[config.mk]
export PLATFORM = sky130hd
export DESIGN_NAME = fpu_issue_seq
export DESIGN_NICKNAME = d
export VERILOG_FILES = /design/src/rtl/fpu_issue_seq.sv
export SDC_FILE = /design/constraint.sdc
export NUM_CORES = 1
export LEC_CHECK = 0
export ABC_AREA = 1
export CAP_MARGIN = 20
export CORE_MARGIN = 3
export CORE_UTILIZATION = 25
export DETAILED_ROUTE_END_ITERATION = 8
export PLACE_DENSITY = 0.5
export SETUP_SLACK_MARGIN = 0.2
export SLEW_MARGIN = 20
export SYNTH_ARGS = -nofsm -noshare
export SYNTH_HDL_FRONTEND = slang
export SYNTH_SLANG_ARGS = --single-unit
[constraint.sdc]
create_clock -name clk -period 3.18 [get_ports clk]
set_clock_uncertainty 0.05 [all_clocks]
set_input_delay 0.795 -clock clk [delete_from_list [all_inputs] [get_ports clk]]
set_output_delay 0.795 -clock clk [all_outputs]
set_load 0.1 [all_outputs]
[src/rtl/fpu_issue_seq.sv]
// fpu_issue_seq
//   Issue sequencer for a multi-cycle floating-point unit. It decodes funct5
//   of an OP-FP instruction, and for each legal op:
//     - single-cycle ops: fires the write strobe in the issue cycle.
//     - multi-cycle ops: stalls the front end, holds the op, rm and rd
//       fields, then fires the float write strobe in the final cycle.
//   Illegal funct5 values raise illegal_op for one cycle.
//
// Ports
//   clk            : clock; all state changes on its rising edge
//   reset          : asynchronous active-high reset
//   fpu_decoder_en : current instruction is OP-FP
//   funct5         : instr[31:27]
//   rm             : instr[14:12], rounding mode
//   rd             : instr[11:7], destination register
//   stall          : hold PC and instruction while high
//   op_sel         : operation select to the FPU datapath
//   rm_q           : rounding mode to the FPU datapath
//   wb_rd          : writeback destination register
//   fwb_en         : float register-file write strobe
//   iwb_en         : integer register-file write strobe
//   illegal_op     : unsupported funct5 flag
//
// Every LAT_* parameter must lie in 2..31.

module fpu_issue_seq #(
  parameter int LAT_ADD  = 3,
  parameter int LAT_MUL  = 4,
  parameter int LAT_DIV  = 12,
  parameter int LAT_SQRT = 16
) (
  input  logic       clk,
  input  logic       reset,
  input  logic       fpu_decoder_en,
  input  logic [4:0] funct5,
  input  logic [2:0] rm,
  input  logic [4:0] rd,
  output logic       stall,
  output logic [4:0] op_sel,
  output logic [2:0] rm_q,
  output logic [4:0] wb_rd,
  output logic       fwb_en,
  output logic       iwb_en,
  output logic       illegal_op
);

  localparam logic [1:0] S_IDLE = 2'd0;
  localparam logic [1:0] S_BUSY = 2'd1;
  localparam logic [1:0] S_DONE = 2'd2;

  logic [1:0] r_state;
  logic [4:0] r_cnt;
  logic [4:0] r_op;
  logic [2:0] r_rm;
  logic [4:0] r_rd;

  logic       w_legal;
  logic       w_int_dst;
  logic [4:0] w_lat;
  logic       w_multi_issue;

  // funct5 decode: legality, latency and destination register file.
  always_comb begin
    w_legal   = 1'b1;
    w_int_dst = 1'b0;
    w_lat     = 5'd1;
    case (funct5)
      5'b00000, 5'b00001: w_lat = 5'(LAT_ADD);
      5'b00010:           w_lat = 5'(LAT_MUL);
      5'b00011:           w_lat = 5'(LAT_DIV);
      5'b01011:           w_lat = 5'(LAT_SQRT);
      5'b10100, 5'b11000, 5'b11100: w_int_dst = 1'b1;
      5'b00100, 5'b00101, 5'b11010, 5'b11110: w_int_dst = 1'b0;
      default:            w_legal = 1'b0;
    endcase
  end

  assign w_multi_issue = (r_state == S_IDLE) && fpu_decoder_en && w_legal &&
                         (w_lat >= 5'd2);

  always_ff @(posedge clk or posedge reset) begin
    if (reset) begin
      r_state <= S_IDLE;
      r_cnt   <= 5'd0;
      r_op    <= 5'd0;
      r_rm    <= 3'd0;
      r_rd    <= 5'd0;
    end else begin
      case (r_state)
        S_IDLE: begin
          if (w_multi_issue) begin
            r_op <= funct5;
            r_rm <= rm;
            r_rd <= rd;
            // The issue cycle and the DONE cycle are both part of the
            // latency, so BUSY lasts L-2 cycles.
            if (w_lat == 5'd2) begin
              r_state <= S_DONE;
              r_cnt   <= 5'd0;
            end else begin
              r_state <= S_BUSY;
              r_cnt   <= w_lat - 5'd2;
            end
          end
        end
        S_BUSY: begin
          if (r_cnt == 5'd1) begin
            r_state <= S_DONE;
            r_cnt   <= 5'd0;
          end else begin
            r_cnt <= r_cnt - 5'd1;
          end
        end
        S_DONE: begin
          r_state <= S_IDLE;
        end
        default: begin
          r_state <= S_IDLE;
          r_cnt   <= 5'd0;
        end
      endcase
    end
  end

  always_comb begin
    stall      = 1'b0;
    fwb_en     = 1'b0;
    iwb_en     = 1'b0;
    illegal_op = 1'b0;
    op_sel     = funct5;
    rm_q       = rm;
    wb_rd      = rd;
    case (r_state)
      S_BUSY: begin
        op_sel = r_op;
        rm_q   = r_rm;
        wb_rd  = r_rd;
        stall  = 1'b1;
      end
      S_DONE: begin
        op_sel = r_op;
        rm_q   = r_rm;
        wb_rd  = r_rd;
        fwb_en = 1'b1;   // every multi-cycle op has a float destination
      end
      default: begin
        if (fpu_decoder_en) begin
          if (!w_legal) begin
            illegal_op = 1'b1;
          end else if (w_lat == 5'd1) begin
            iwb_en = w_int_dst;
            fwb_en = !w_int_dst;
          end else begin
            stall = 1'b1;
          end
        end
      end
    endcase
    // Reset is asynchronous, so strobes must also be masked combinationally
    // while it is held, not only after the state registers clear.
    if (reset) begin
      stall      = 1'b0;
      fwb_en     = 1'b0;
      iwb_en     = 1'b0;
      illegal_op = 1'b0;
    end
  end

endmodule

==> impl_metrics.ini <==
[status]
status = completed

[synth]
synth_seq_cells = 20
syn_avg_cell_area_um2 = 7.37
mappedNetlistNets = 208
synth_common_cells = 57 x nand2_1, 23 x inv_1, 20 x dfrtp_1
yosysTopAreaCellShare_pct = 36.5
synth_edf_count = 0
async_flop_share_pct = 100
ys.warnings.count = 0
ys_seq_area_share_pct = 36.5
synth_cell_type_count = 22
syn_inst = 186
yosysMostFrequentCell = nand2_1
netlist_area_um2 = 1370
synth_top_area_cell = dfrtp_1
synth-main-ff-cell = dfrtp_1
synth_area_leaders = dfrtp_1 36%, nand2_1 16%, o21ai_2 8.3%

[placement]
portBuffers = 32
pre_cts_ws_ns = 0.0677
place_congestion = 0.779
dpl.hpwl_um = 2590

[pwr]
p_int_mw = 1.14
seq_power_share_pct = 18.5
p_comb_share_pct = 71.0
pwr_density_cell_nw_per_um2 = 1160
power_switching_mw = 1.32
clkPwrFrac_pct = 10.5
ir_worst_vdd_uv = 647
swShare_pct = 53.6
p_leak_nw = 1.01

[final_layout]
antenna_cells = 0
multi_input_area_um2 = 817
fill_cells = 553
drive_above_1_share_pct = 29.5
area_growth_pct = 54.7
nets = 247
seqCellArea_um2 = 500
post-route-util_pct = 40.7

[timing]
finalMaxSlewViolations = 0
timing.final.crit_share_pct = 89.6
fin_ws_ns = 0.331
rsz0062_at_grt = false
worstMarginPinSlew_ns = 0.335
hold_viol_final = 0
fmax_mhz = 351
relSlewSlack_pct = 77.6
period_needed_ns = 2.85
hold_ws_ns = 0.434
setup_viol = 0

[job]
cap_violations = 0

[worst_setup_path]
critical_path_class = input pin to output port
cp_max_fo = 5
crit_path_end_kind = output port
worstPathRequired_ns = 2.33
startpoint_type = input pin
worstPathArrival_ns = 2.00

[global_route]
met1_usage_pct = 16.5
grt_pass1_wl_um = 5890
busiest_layer = met2
track_usage_pct = 11.5
grt_use_met2_pct = 17.1
grt_antenna_before_repair = 0
grt_max_degree = 29
use_met3_pct = 2.58
grt_pass1_vias = 1244
grt_remaining_overflow = 0

[die]
fp.dieW_um = 80.1
core_um2 = 5200
die_area_um2 = 6410
ioPinCount = 33
die_h_um = 80.1
row_count = 26
start_util_pct = 26.3

[cts]
cts_max_level = 1
clock_latency_ns = 0.26
clock_sinks = 20
cts_tree = built
root_buffer = clkbuf_8
postCtsHoldBufs = 0
cts_made_buffers = 3
clk_pin_slew_ns = 0.07
clockBufferDepth = 2

[detailed_routing]
drc = 0
postRouteAntennaNets = 0
vias_per_cell = 4.35
wl_per_cell_um = 11.0
drt_iter0_markers = 76
vias = 1278
dr.pass1.iters = 4
drt_wl_total_um = 3240

[min_path]
hold_class = flop to flop
path summary, 6_finish.rpt:
check | from | endpoint | slack [ns] | cells after the start
max | funct5[4] | fwb_en | 0.33 | 6
min reg2reg | r_op[1] | r_op[1] | 0.43 | 2
min in group asynchronous | reset | r_rm[0] | 1.03 | 3
min | r_op[1] | r_op[1] | 0.43 | 2
max in group asynchronous | reset | r_cnt[4] | 1.83 | 3
max reg2reg | r_state[0] | r_cnt[4] | 1.49 | 9
cells in the final DEF (no fill, tap or decap), drive strengths merged:
| cell type | netlist | final |
|---|---|---|
| ha | 6 | 6 |
| o22ai | 2 | 2 |
| a21oi | 4 | 4 |
| nor2 | 11 | 11 |
| dfrtp | 20 | 20 |
| nand3 | 14 | 14 |
| bufinv | 0 | 1 |
| clkbuf | 3 | 3 |
| o21ai | 29 | 29 |
| nor3 | 1 | 1 |
| buf | 2 | 24 |
| clkdlybuf4s15 | 0 | 1 |
| xnor2 | 1 | 1 |
| inv | 25 | 25 |
| a211oi | 1 | 1 |
| xor2 | 1 | 1 |
| dlygate4sd2 | 0 | 4 |
| nand3b | 1 | 1 |
| clkdlybuf4s50 | 0 | 10 |
| nand2 | 65 | 65 |
power groups by stage:
stage | clock network [mW] | logic, mW | registers (mW)
after global routing | 0.278 | 1.86 | 0.473
after detailed placement | 0 | 1.76 | 0.460
after CTS | 0.264 | 1.76 | 0.456
after floorplan | 0 | 1.21 | 0.441
after global placement | 0 | 1.75 | 0.459
final | 0.258 | 1.74 | 0.455
routing by layer:
layer	routed length, um	vias up	part of all wire (%)
li1	-	666	-
met4	48	0	1.5
met3	154	4	4.7
met2	1430	26	44
met5	0	-	0
met1	1610	582	50
flip-flops by register name (all words and copies together) (netlist names):
| name | count |
|---|---|
| r_cnt | 5 |
| r_op | 5 |
| r_rd | 5 |
| r_rm | 3 |
| r_state | 2 |
worst max-delay path, cell delays in order:
cell and delay, ns:
dlygate4sd2_1 0.28, nor2_1 0.16, a21oi_1 0.14, nand3b_1 0.24, a21oi_4 0.20, buf_12 0.19
final cells by class:
type	count	area share (%)
Clock buffer	3	1.95
Clock inverter	1	1.42
Inverter	25	4.42
Multi-Input combinational cell	136	38.5
Sequential cell	20	23.6
Tap cell	70	4.13
Timing Repair Buffer	39	26.0
kinds of logic (layout without fill, tap and decap cells):
logic type               Yosys count  count (layout)  synth area share [%]
AND/OR/NAND/NOR                   92              92                  29.6
XOR/XNOR                           2               2                  1.28
AO/OA/AOI/OAI                     36              36                  17.9
buffers and inverters             30              68                  9.31
flip-flops                        20              20                  36.5
adder cells (fa/ha/maj)            6               6                  5.47
timing repair:
item | CTS | global route
gates resized for setup | 6 | 2
endpoints found under the setup margin | 3 | 2
pin swaps | 1 | 0
setup buffers | 0 | 0
endpoints found under the hold margin | 0 | 0
cloned | 0 | 0
through the flow:
stage | power (mW) | setup TNS [ns] | cell area [um^2] | cells
after CTS | 2.48 | 0 | 2110 | 294
after global placement | 2.21 | 0 | 2050 | 290
after global routing | 2.61 | 0 | 2120 | 294
after detailed placement | 2.22 | 0 | 2050 | 290
final | 2.46 | 0 | 2120 | 294
after floorplan | 1.65 | -0.129 | 1440 | 186
Power figures use the tool's default switching activity.
